<file path="src/rtl/gba_sdram_arbiter_pkg.sv">
// rtl/gba_sdram_arbiter_pkg.sv - shared widths, FSM states and port-rotation helper for the SDRAM arbiter
package gba_sdram_arbiter_pkg;

    localparam int NREQ   = 3;
    localparam int ADDR_W = 26;
    localparam int DATA_W = 32;
    localparam int PORT_W = 2;

    typedef enum logic [1:0] {
        IDLE  = 2'd0,
        ISSUE = 2'd1,
        WAIT  = 2'd2
    } state_e;

    function automatic logic [PORT_W-1:0] next_port(input logic [PORT_W-1:0] p);
        return (p >= PORT_W'(NREQ - 1)) ? '0 : p + PORT_W'(1);
    endfunction

endpackage

</file>
<file path="src/rtl/gba_sdram_arbiter_rr_pick.sv">
// rtl/gba_sdram_arbiter_rr_pick.sv - combinational round-robin select starting after last_grant
module gba_rr_pick
    import gba_sdram_arbiter_pkg::*;
(
    input  logic [NREQ-1:0]   pending_i,
    input  logic [PORT_W-1:0] last_grant_i,
    output logic [PORT_W-1:0] grant_o,
    output logic              valid_o
);

    logic [PORT_W-1:0] idx;

    always_comb begin
        grant_o = '0;
        valid_o = 1'b0;
        idx     = last_grant_i;
        for (int k = 0; k < NREQ; k++) begin
            idx = next_port(idx);
            if (!valid_o && pending_i[idx]) begin
                grant_o = idx;
                valid_o = 1'b1;
            end
        end
    end

endmodule

</file>
<file path="src/rtl/gba_sdram_arbiter.sv">
// rtl/gba_sdram_arbiter.sv - three-port round-robin arbiter in front of a single SDRAM controller port
module gba_sdram_arbiter
    import gba_sdram_arbiter_pkg::*;
#(
    parameter int NREQ    = gba_sdram_arbiter_pkg::NREQ,
    parameter int TIMEOUT = 255
) (
    input  logic                          clk_i,
    input  logic                          reset_i,
    input  logic [NREQ-1:0]               req_i,
    input  logic [NREQ-1:0]               req_rnw_i,
    input  logic [NREQ-1:0][ADDR_W-1:0]   req_addr_i,
    input  logic [NREQ-1:0][DATA_W-1:0]   req_din_i,
    input  logic [NREQ-1:0]               req_cancel_i,
    output logic [NREQ-1:0]               req_ready_o,
    output logic [DATA_W-1:0]             req_dout_o,
    output logic [NREQ-1:0]               req_overrun_o,
    output logic                          timeout_err_o,
    output logic                          mem_req_o,
    output logic                          mem_rnw_o,
    output logic                          mem_cancel_o,
    output logic [ADDR_W-1:0]             mem_addr_o,
    output logic [DATA_W-1:0]             mem_din_o,
    input  logic                          mem_ready_i,
    input  logic                          mem_ready16_i,
    input  logic [DATA_W-1:0]             mem_dout_i
);

    localparam int CW = $clog2(TIMEOUT + 1);

    state_e                      state_q;
    logic [NREQ-1:0]             pending_q, pending_d;
    logic [NREQ-1:0]             busy, accept;
    logic [NREQ-1:0][ADDR_W-1:0] cap_addr_q;
    logic [NREQ-1:0][DATA_W-1:0] cap_din_q;
    logic [NREQ-1:0]             cap_rnw_q;
    logic [NREQ-1:0]             req_overrun_q;
    logic [PORT_W-1:0]           last_grant_q, grant_q, pick_idx;
    logic                        pick_valid, do_grant, wait_cancel;
    logic [CW-1:0]               wait_cnt_q;
    logic [NREQ-1:0]             req_ready_q;
    logic [DATA_W-1:0]           req_dout_q;
    logic                        timeout_q;
    logic                        mem_req_q, mem_rnw_q, mem_cancel_q;
    logic [ADDR_W-1:0]           mem_addr_q;
    logic [DATA_W-1:0]           mem_din_q;
    logic                        unused_ready16;

    // The controller's 16-bit completion is never consumed by this arbiter.
    assign unused_ready16 = mem_ready16_i;

    gba_rr_pick u_pick (
        .pending_i    (pending_q),
        .last_grant_i (last_grant_q),
        .grant_o      (pick_idx),
        .valid_o      (pick_valid)
    );

    assign do_grant    = (state_q == IDLE) && pick_valid;
    assign wait_cancel = req_cancel_i[grant_q] & mem_rnw_q;

    // A port is busy while pending or in flight; a port whose req_ready is
    // pulsing is already back in IDLE and can take a fresh request.
    always_comb begin
        busy      = '0;
        accept    = '0;
        pending_d = '0;
        for (int p = 0; p < NREQ; p++) begin
            busy[p]      = pending_q[p] | ((state_q != IDLE) && (grant_q == PORT_W'(p)));
            accept[p]    = req_i[p] & ~busy[p];
            pending_d[p] = accept[p] |
                           (pending_q[p] & ~req_cancel_i[p] &
                            ~(do_grant && (pick_idx == PORT_W'(p))));
        end
    end

    always_ff @(posedge clk_i or posedge reset_i) begin
        if (reset_i) begin
            pending_q     <= '0;
            cap_addr_q    <= '0;
            cap_din_q     <= '0;
            cap_rnw_q     <= '1;
            req_overrun_q <= '0;
        end else begin
            pending_q     <= pending_d;
            req_overrun_q <= req_i & busy;
            for (int p = 0; p < NREQ; p++) begin
                if (accept[p]) begin
                    cap_addr_q[p] <= req_addr_i[p];
                    cap_din_q[p]  <= req_din_i[p];
                    cap_rnw_q[p]  <= req_rnw_i[p];
                end
            end
        end
    end

    always_ff @(posedge clk_i or posedge reset_i) begin
        if (reset_i) begin
            state_q      <= IDLE;
            last_grant_q <= PORT_W'(NREQ - 1);
            grant_q      <= '0;
            wait_cnt_q   <= '0;
            req_ready_q  <= '0;
            req_dout_q   <= '0;
            timeout_q    <= 1'b0;
            mem_req_q    <= 1'b0;
            mem_rnw_q    <= 1'b1;
            mem_cancel_q <= 1'b0;
            mem_addr_q   <= '0;
            mem_din_q    <= '0;
        end else begin
            mem_req_q    <= 1'b0;
            mem_cancel_q <= 1'b0;
            timeout_q    <= 1'b0;
            req_ready_q  <= '0;
            case (state_q)
                IDLE: begin
                    if (pick_valid) begin
                        grant_q      <= pick_idx;
                        last_grant_q <= pick_idx;
                        mem_addr_q   <= cap_addr_q[pick_idx];
                        mem_din_q    <= cap_din_q[pick_idx];
                        mem_rnw_q    <= cap_rnw_q[pick_idx];
                        mem_req_q    <= 1'b1;
                        state_q      <= ISSUE;
                    end
                end
                ISSUE: begin
                    wait_cnt_q <= CW'(1);
                    state_q    <= WAIT;
                end
                WAIT: begin
                    if (wait_cancel) begin
                        mem_cancel_q <= 1'b1;
                        state_q      <= IDLE;
                    end else if (mem_ready_i) begin
                        req_ready_q[grant_q] <= 1'b1;
                        req_dout_q           <= mem_dout_i;
                        state_q              <= IDLE;
                    end else if (wait_cnt_q == CW'(TIMEOUT)) begin
                        timeout_q    <= 1'b1;
                        mem_cancel_q <= 1'b1;
                        state_q      <= IDLE;
                    end else begin
                        wait_cnt_q <= wait_cnt_q + CW'(1);
                    end
                end
                default: state_q <= IDLE;
            endcase
        end
    end

    assign req_ready_o   = req_ready_q;
    assign req_dout_o    = req_dout_q;
    assign req_overrun_o = req_overrun_q;
    assign timeout_err_o = timeout_q;
    assign mem_req_o     = mem_req_q;
    assign mem_rnw_o     = mem_rnw_q;
    assign mem_cancel_o  = mem_cancel_q;
    assign mem_addr_o    = mem_addr_q;
    assign mem_din_o     = mem_din_q;

endmodule

</file>
<file path="config.mk">
export PLATFORM = sky130hd
export DESIGN_NAME = gba_sdram_arbiter
export DESIGN_NICKNAME = d
export VERILOG_FILES = /design/src/rtl/gba_sdram_arbiter_pkg.sv /design/src/rtl/gba_sdram_arbiter_rr_pick.sv /design/src/rtl/gba_sdram_arbiter.sv
export SDC_FILE = /design/constraint.sdc
export NUM_CORES = 1
export LEC_CHECK = 0
export CAP_MARGIN = 20
export CORE_MARGIN = 2
export CORE_UTILIZATION = 53
export DETAILED_ROUTE_END_ITERATION = 16
export PLACE_DENSITY = 0.86
export RECOVER_POWER = 25
export SLEW_MARGIN = 25
export SYNTH_ARGS = -nofsm -noshare
export SYNTH_HDL_FRONTEND = slang
export SYNTH_SLANG_ARGS = --single-unit
</file>
<file path="constraint.sdc">
create_clock -name clk_i -period 13.8 [get_ports clk_i]
set_input_delay 1.38 -clock clk_i [delete_from_list [all_inputs] [get_ports clk_i]]
set_output_delay 1.38 -clock clk_i [all_outputs]
set_load 0.03 [all_outputs]
</file>
==> key figures, run 1 <==
Timing
  – Worst Tran Pin Value: 4.207 ns
  – Final min period: 7.057 ns
  – Setup TNS: 0 ns
  – Hold Slack: 0.4911 ns
  – Final setup fails: 0
  – Clock skew: 0.008324 ns
  – Relative slew slack: -182.0%
  – Crit share post-route: 51.14%
  – Final Slew Violations: 228
  – Unrepaired setup endpoints after global routing: no
  – Maximum clock frequency: 0.1417 GHz
  – Final hold vios: 0

Yosys
  – Sequential area share after synthesis: 60.80%
  – Avg Cell Area, Syn: 13.73 µm²
  – Synth cell types: 43
  – Ys Warns: 0
  – Synth Flop Type: dfrtp_1
  – Mapped Cells: 879
  – Top cell type's share of synthesized area: 59.71%
  – Mapped Area: 12,070 µm²
  – Most common cell in the netlist: dfrtp_1
  – Synth area leader: dfrtp_1
  – Post-synth ARST share: 100.0%
  – Synth Register Bits: 293
  – EDFF count, synth: 0
  – Commonest cells post-synth: 288 x dfrtp_1, 182 x mux2_2, 67 x inv_1, 66 x nand2_1, 60 x mux2i_1
  – Top cells by area, synth: dfrtp_1 60%, mux2_2 17%, mux2i_1 5.0%
  – Syn_nets: 1,099

Final layout
  – Share of layout cells above drive strength 1: 21.77%
  – Non-Filler Instances: 1,496
  – Layout Utilization: 73.34%
  – Nets: 1,403
  – Layout area overhead: 36.75%

Clock network
  – Worst-path clk slew: 0.06 ns
  – Clock Sinks: 293
  – Hold-fix buffer count after cts: 0
  – TritonCTS clock tree: yes
  – CTS Buffer Depth: 3
  – CTS root buffer: clkbuf_16
  – Worst-Skew Late Latency: 0.54 ns
  – H-tree Lvls: 1
  – CTS buffer count: 31
  – Post-CTS resize count: 0
  – Setup Fix Bufs, Post-CTS: 0

Pwr
  – Maximum VDD drop: 0.1526 mV
  – PD cells: 252.7 nW/µm²
  – Leak Pwr: 7.356 nW
  – Pwr Total: 0.004171 W

Die
  – Site row count: 55
  – Die width: 154.9 µm
  – Die area: 24,000 µm²
  – Initial Utilization: 53.63%
  – I/O pins: 319
  – Core Region: 22,500 µm²
  – Die H: 154.9 µm

Worst setup path
  – Worst Setup Path Type: input pin to async pin
  – Req. time, crit path: 13.66 ns
  – Data arrival, critical path: 6.92 ns
  – Worst-path maximum fanout: 97
  – Critical Path Sink Type: async pin
  – Worst Setup Start Kind: input pin

Global routing
  – Vias in the first global route: 9,020
  – GR Util All Layers: 25.62%
  – Number of antenna violations at the first check in global routing: 4
  – Grt total ovfl: 0
  – Largest net degree at the start of global routing: 198
  – First-pass GRT wire length: 48,400 µm

Routing
  – DR DRC count: 0
  – Remaining antenna violation count: 0
  – Drt pass-1 iters: 4
  – Via count: 8,274
  – Vias per inst: 5.531
  – Wire per inst: 20.73 µm
  – Post-Route WL: 31,010 µm
  – Initial DRC count: 401

Run
  – Max-Cap Viols: 3

Place
  – Routability cong.: 0.7744
  – Post-DP HPWL: 19,230 µm
  – Placed cells: 1,434
  – # port buffers: 317

Min path
  – HP Class: register to register

Status
  – Failing checks: max-capacitance violations, max-slew violations
  – Outcome: finished, violations left
==> cell families after synthesis <==
group / after synthesis / share of synthesized area [%]
buffers and inverters: 120 / 4.126
multiplexers: 269 / 24.48
XOR/XNOR: 2 / 0.1452
flip-flops: 293 / 60.80
AO/OA/AOI/OAI: 85 / 6.189
AND/OR/NAND/NOR: 109 / 4.157
adder cells (fa/ha/maj): 1 / 0.1037
==> cells in the final DEF (no fill, tap or decap), types with 10 or more instances in the layout <==
cell type        netlist  layout
nand2_1               66      64
o221ai_1              49      49
mux2_1                27      27
mux2i_1               60      60
inv_1                 67      67
mux2_2               182     182
dfrtp_1              288     288
clkbuf_16              0      31
clkdlybuf4s50_1        0     312
o221ai_2              10      10
==> area by class of cell <==
type | instances | area, µm²
Tap cell | 285 | 356.6
Timing Repair Buffer | 323 | 3231
Fill cell | 1451 | 5998
Clock inverter | 16 | 167.7
Inverter | 68 | 256.5
Antenna cell | 3 | 7.507
Clock buffer | 42 | 867.1
Sequential cell | 293 | 7338
Multi-Input combinational cell | 466 | 4280
==> worst paths after layout <==
| kind | start | cells after the start | to | slack [ns] |
|---|---|---|---|---|
| setup / recovery | reset_i | 3 | mem_din_o[31]$_DFFE_PP0P_ | 6.74 |
| hold / removal | req_dout_o[12]$_DFFE_PP0P_ | 1 | req_dout_o[12]$_DFFE_PP0P_ | 0.49 |
| setup reg to reg | pending_q[1]$_DFF_PP0_ | 6 | mem_din_o[14]$_DFFE_PP0P_ | 8.23 |
| hold reg to reg | req_dout_o[12]$_DFFE_PP0P_ | 1 | req_dout_o[12]$_DFFE_PP0P_ | 0.49 |
| max in group clk_i | pending_q[1]$_DFF_PP0_ | 6 | mem_din_o[14]$_DFFE_PP0P_ | 8.23 |
| min in group asynchronous | reset_i | 2 | req_dout_o[15]$_DFFE_PP0P_ | 2.56 |
==> worst max-delay path, stage by stage <==
cell and delay [ns]:
dlygate4sd3_1 0.55, clkinvlp_2 2.34, clkbuf_1 2.61
==> through the flow <==
step                      instance area [µm²]  setup slack [ns]
after floorplan                         12070             4.338
after global placement                  15460             10.07
after detailed placement                15460             10.06
after CTS                               16500             10.50
after global routing                    16500             5.497
final                                   16500             6.743
==> state kept, by name (all words and copies together), names as in the netlist <==
signal,count
cap_din_q,96
cap_addr_q,78
timeout_err_o,1
mem_rnw_o,1
mem_addr_o,26
wait_cnt_q,8
grant_q,1
req_dout_o,32
last_grant_q,2
state_q,2
mem_din_o,32
req_overrun_o,3
pending_q,3
req_ready_o,3
cap_rnw_q,3
mem_req_o,1
mem_cancel_o,1
==> power breakdown <==
| group | total [W] | internal, W | switching, W |
|---|---|---|---|
| sequential | 0.00153 | 0.00130 | 0.000234 |
| clock | 0.000836 | 0.000496 | 0.000340 |
| combinational | 0.00181 | 0.000845 | 0.000960 |
| total | 0.00417 | 0.00264 | 0.00153 |
==> per-layer routing <==
| metal | routed length [µm] | vias up | global-route usage [%] |
|---|---|---|---|
| li1 | - | 3720 | - |
| met1 | 12470 | 4180 | 32.20 |
| met2 | 15190 | 308 | 42.88 |
| met3 | 2438 | 64 | 7.159 |
| met4 | 895 | 2 | 9.039 |
| met5 | 11 | - | 0 |
Note: power is estimated with default switching activity, not from simulation.
==> run 2: changes to the inputs <==
--- a/config.mk
+++ b/config.mk
@@ -7,9 +7,9 @@
 export LEC_CHECK = 0
 export CAP_MARGIN = 20
 export CORE_MARGIN = 2
-export CORE_UTILIZATION = 53
+export CORE_UTILIZATION = 44
 export DETAILED_ROUTE_END_ITERATION = 16
-export PLACE_DENSITY = 0.86
+export PLACE_DENSITY = 0.76
 export RECOVER_POWER = 25
 export SLEW_MARGIN = 25
 export SYNTH_ARGS = -nofsm -noshare
==> constraint.sdc (replaced) <==
create_clock -name clk_i -period 6.2 [get_ports clk_i]
set_input_delay 0.62 -clock clk_i [delete_from_list [all_inputs] [get_ports clk_i]]
set_output_delay 0.62 -clock clk_i [all_outputs]
set_load 0.03 [all_outputs]
==> run 2 against run 1 <==
The run still ends with max-capacitance violations, max-slew violations left. Sequential power grew 120%. Die area increased by 20%. Largest power group unchanged. Non-clock buffer count rose by 1. Core utilization down 12 points. Cell count up 3.5%. Critical path type unchanged. Sequential share of layout area shrank 0.11 points.
==> key figures, run 2 (same netlist as run 1, synthesis figures left out) <==
Status
  – Outcome: finished, violations left
  – Failing checks: max-capacitance violations, max-slew violations

Place
  – Routability cong.: 0.7824 (+1.0%)
  – Post-DP HPWL: 19,260 µm (+0.15%)
  – # port buffers: 317 (unchanged)

Die
  – Die width: 169.6 µm (+9.5%)
  – I/O pins: 319 (unchanged)
  – Die H: 169.6 µm (+9.5%)
  – Core Region: 26,950 µm² (+20%)
  – Site row count: 60 (+9.1%)
  – Initial Utilization: 44.78% (-8.9 points)
  – Die area: 28,770 µm² (+20%)

Routing
  – Vias per inst: 5.263 (-4.8%)
  – Via count: 8,147 (-1.5%)
  – Initial DRC count: 375 (-6.5%)
  – Post-Route WL: 30,210 µm (-2.6%)
  – DR DRC count: 0 (unchanged)
  – Remaining antenna violation count: 0 (unchanged)
  – Wire per inst: 19.51 µm (-5.9%)
  – Drt pass-1 iters: 5 (+1)

Final layout
  – # fillers: 2,141 (+48%)
  – Biggest register: cap_din_q
  – Commonest cells after routing, fill and taps aside: 315 x clkdlybuf4s50_1, 288 x dfrtp_1, 182 x mux2_2
  – Nets: 1,404 (+0.071%)
  – Layout area overhead: 37.08%
  – Share of layout cells above drive strength 1: 21.76% (about the same)
  – Layout Utilization: 61.39% (-12 points)
  – Largest regs: cap_din_q (96), cap_addr_q (78)
  – Largest register FFs: 96 (unchanged)
  – Most common cell after layout, fill and taps aside: clkdlybuf4s50_1

Clock network
  – CTS root buffer: clkbuf_16
  – TritonCTS clock tree: yes
  – Hold-fix buffer count after cts: 0 (unchanged)
  – CTS Buffer Depth: 3 (unchanged)
  – CTS buffer count: 31 (unchanged)
  – Post-CTS resize count: 0 (unchanged)
  – Clock Sinks: 293 (unchanged)
  – H-tree Lvls: 1 (unchanged)
  – Worst-Skew Late Latency: 0.56 ns (+0.02 ns)
  – Worst-path clk slew: 0.05 ns (about the same)
  – Setup Fix Bufs, Post-CTS: 0 (unchanged)

Global routing
  – Largest net degree at the start of global routing: 170 (-14%)
  – Grt total ovfl: 0 (unchanged)
  – Vias in the first global route: 8,554 (-5.2%)
  – GR Util All Layers: 20.70% (-4.9 points)
  – First-pass GRT wire length: 46,620 µm (-3.7%)
  – Number of antenna violations at the first check in global routing: 3 (-1)

Pwr
  – Clk pwr share: 19.8% (-0.2 points)
  – Maximum VDD drop: 0.2838 mV (+86%)
  – Int Pwr: 0.005825 W (+120%)
  – Switching Share: 36.28% (-0.50 points)
  – PD cells: 552.5 nW/µm² (+120%)
  – Power share of the sequential group: 37.0% (+0.3 points)
  – Combinational share of power: 43.2% (about the same)
  – Switching power: 0.003316 W (+120%)
  – Leak Pwr: 7.348 nW (-0.11%)

Min path
  – Hold path endpoint: mem_addr_o[16]$_DFFE_PP0P_
  – Hold Crit Depth: 2 (+1)
  – HP Class: register to register
  – Min-Delay Startpoint: mem_addr_o[16]$_DFFE_PP0P_

Worst setup path
  – Data arrival, critical path: 3.57 ns (-3.35 ns)
  – Reg-to-reg startpoint: pending_q[1]$_DFF_PP0_
  – Worst-path maximum fanout: 124 (+28%)
  – Reg2reg setup slack: 2.74 ns (-5.49 ns)
  – Reg2reg end: mem_din_o[10]$_DFFE_PP0P_
  – Worst Setup Path Type: input pin to async pin
  – Critical Path Sink Type: async pin
  – Req. time, crit path: 6.18 ns (-7.48 ns)
  – Worst R2R Path Depth: 6 (unchanged)
  – Worst Setup Start Kind: input pin

Timing
  – Worst Tran Pin Value: 3.055 ns (-1.152 ns)
  – Hold Slack: 0.4853 ns (-0.005766 ns)
  – Unrepaired setup endpoints after global routing: no
  – Final Slew Violations: 125 (-45%)
  – Final hold vios: 0 (unchanged)
  – Setup TNS: 0 ns (unchanged)
  – Clock skew: 0.02291 ns (+0.01459 ns)
  – Maximum clock frequency: 0.2787 GHz
  – Relative slew slack: -103.7% (+78 points)
  – Crit share post-route: 57.87%
  – Final min period: 3.588 ns
  – Final setup fails: 0 (unchanged)

Run
  – Max-Cap Viols: 1 (-2)
[run 2: through the flow]
step	cells	power (W)	setup WS [ns]	cell area [µm²]
2_1_floorplan	879	0.006008	1.695	12070
3_3_place_gp	1492	0.007268	2.739	15550
3_5_place_dp	1492	0.007413	2.696	15550
4_1_cts	1545	0.009269	2.677	16550
5_1_grt	1548	0.009689	1.857	16540
6_report	1548	0.009141	2.612	16540
[run 2: worst max-delay path by stage]
stage | end | slack, ns | depth (start not counted) | from
after global placement | pending_q[0]$_DFF_PP0_ | 2.74 | 7 | pending_q[1]$_DFF_PP0_
after floorplan | cap_addr_q[0]$_DFFE_PP0P_ | 1.69 | 1 | reset_i
after global routing | cap_din_q[50]$_DFFE_PP0P_ | 1.86 | 3 | reset_i
after detailed placement | mem_din_o[10]$_DFFE_PP0P_ | 2.70 | 6 | pending_q[1]$_DFF_PP0_
after CTS | mem_din_o[10]$_DFFE_PP0P_ | 2.68 | 6 | pending_q[1]$_DFF_PP0_
final | cap_din_q[58]$_DFFE_PP0P_ | 2.61 | 3 | reset_i
[run 2: final cells by class]
type / count / area (µm²) / share of cell area (%)
clock inverters: 6 / 58.81 / 0.3554
inverters: 68 / 256.5 / 1.550
clock buffers: 47 / 945.9 / 5.717
flip-flops and latches: 293 / 7338 / 44.35
diodes: 3 / 7.507 / 0.04538
multi-input cells: 466 / 4275 / 25.84
well taps: 341 / 426.7 / 2.579
repair buffers: 324 / 3236 / 19.56
[run 2: power by group through the flow]
stage / Clock [W] / Sequential [W] / Combinational (W)
after CTS: 0.00186 / 0.00338 / 0.00402
after floorplan: 0 / 0.00388 / 0.00212
after global routing: 0.00193 / 0.00349 / 0.00426
after detailed placement: 0 / 0.00340 / 0.00401
after global placement: 0 / 0.00336 / 0.00391
final: 0.00181 / 0.00338 / 0.00395
[run 2: layer usage]
layer	up-vias	share of wire, %	global-route usage, %
li1	3721	-	-
met1	4113	41	26.13
met2	260	49	35.16
met3	53	7.5	5.271
met4	0	2.7	6.392
met5	-	0	0
[run 2: worst max-delay path, stage by stage]
cell and delay (ns):
dlygate4sd3_1 0.55, clkinvlp_2 0.13, clkbuf_2 2.08
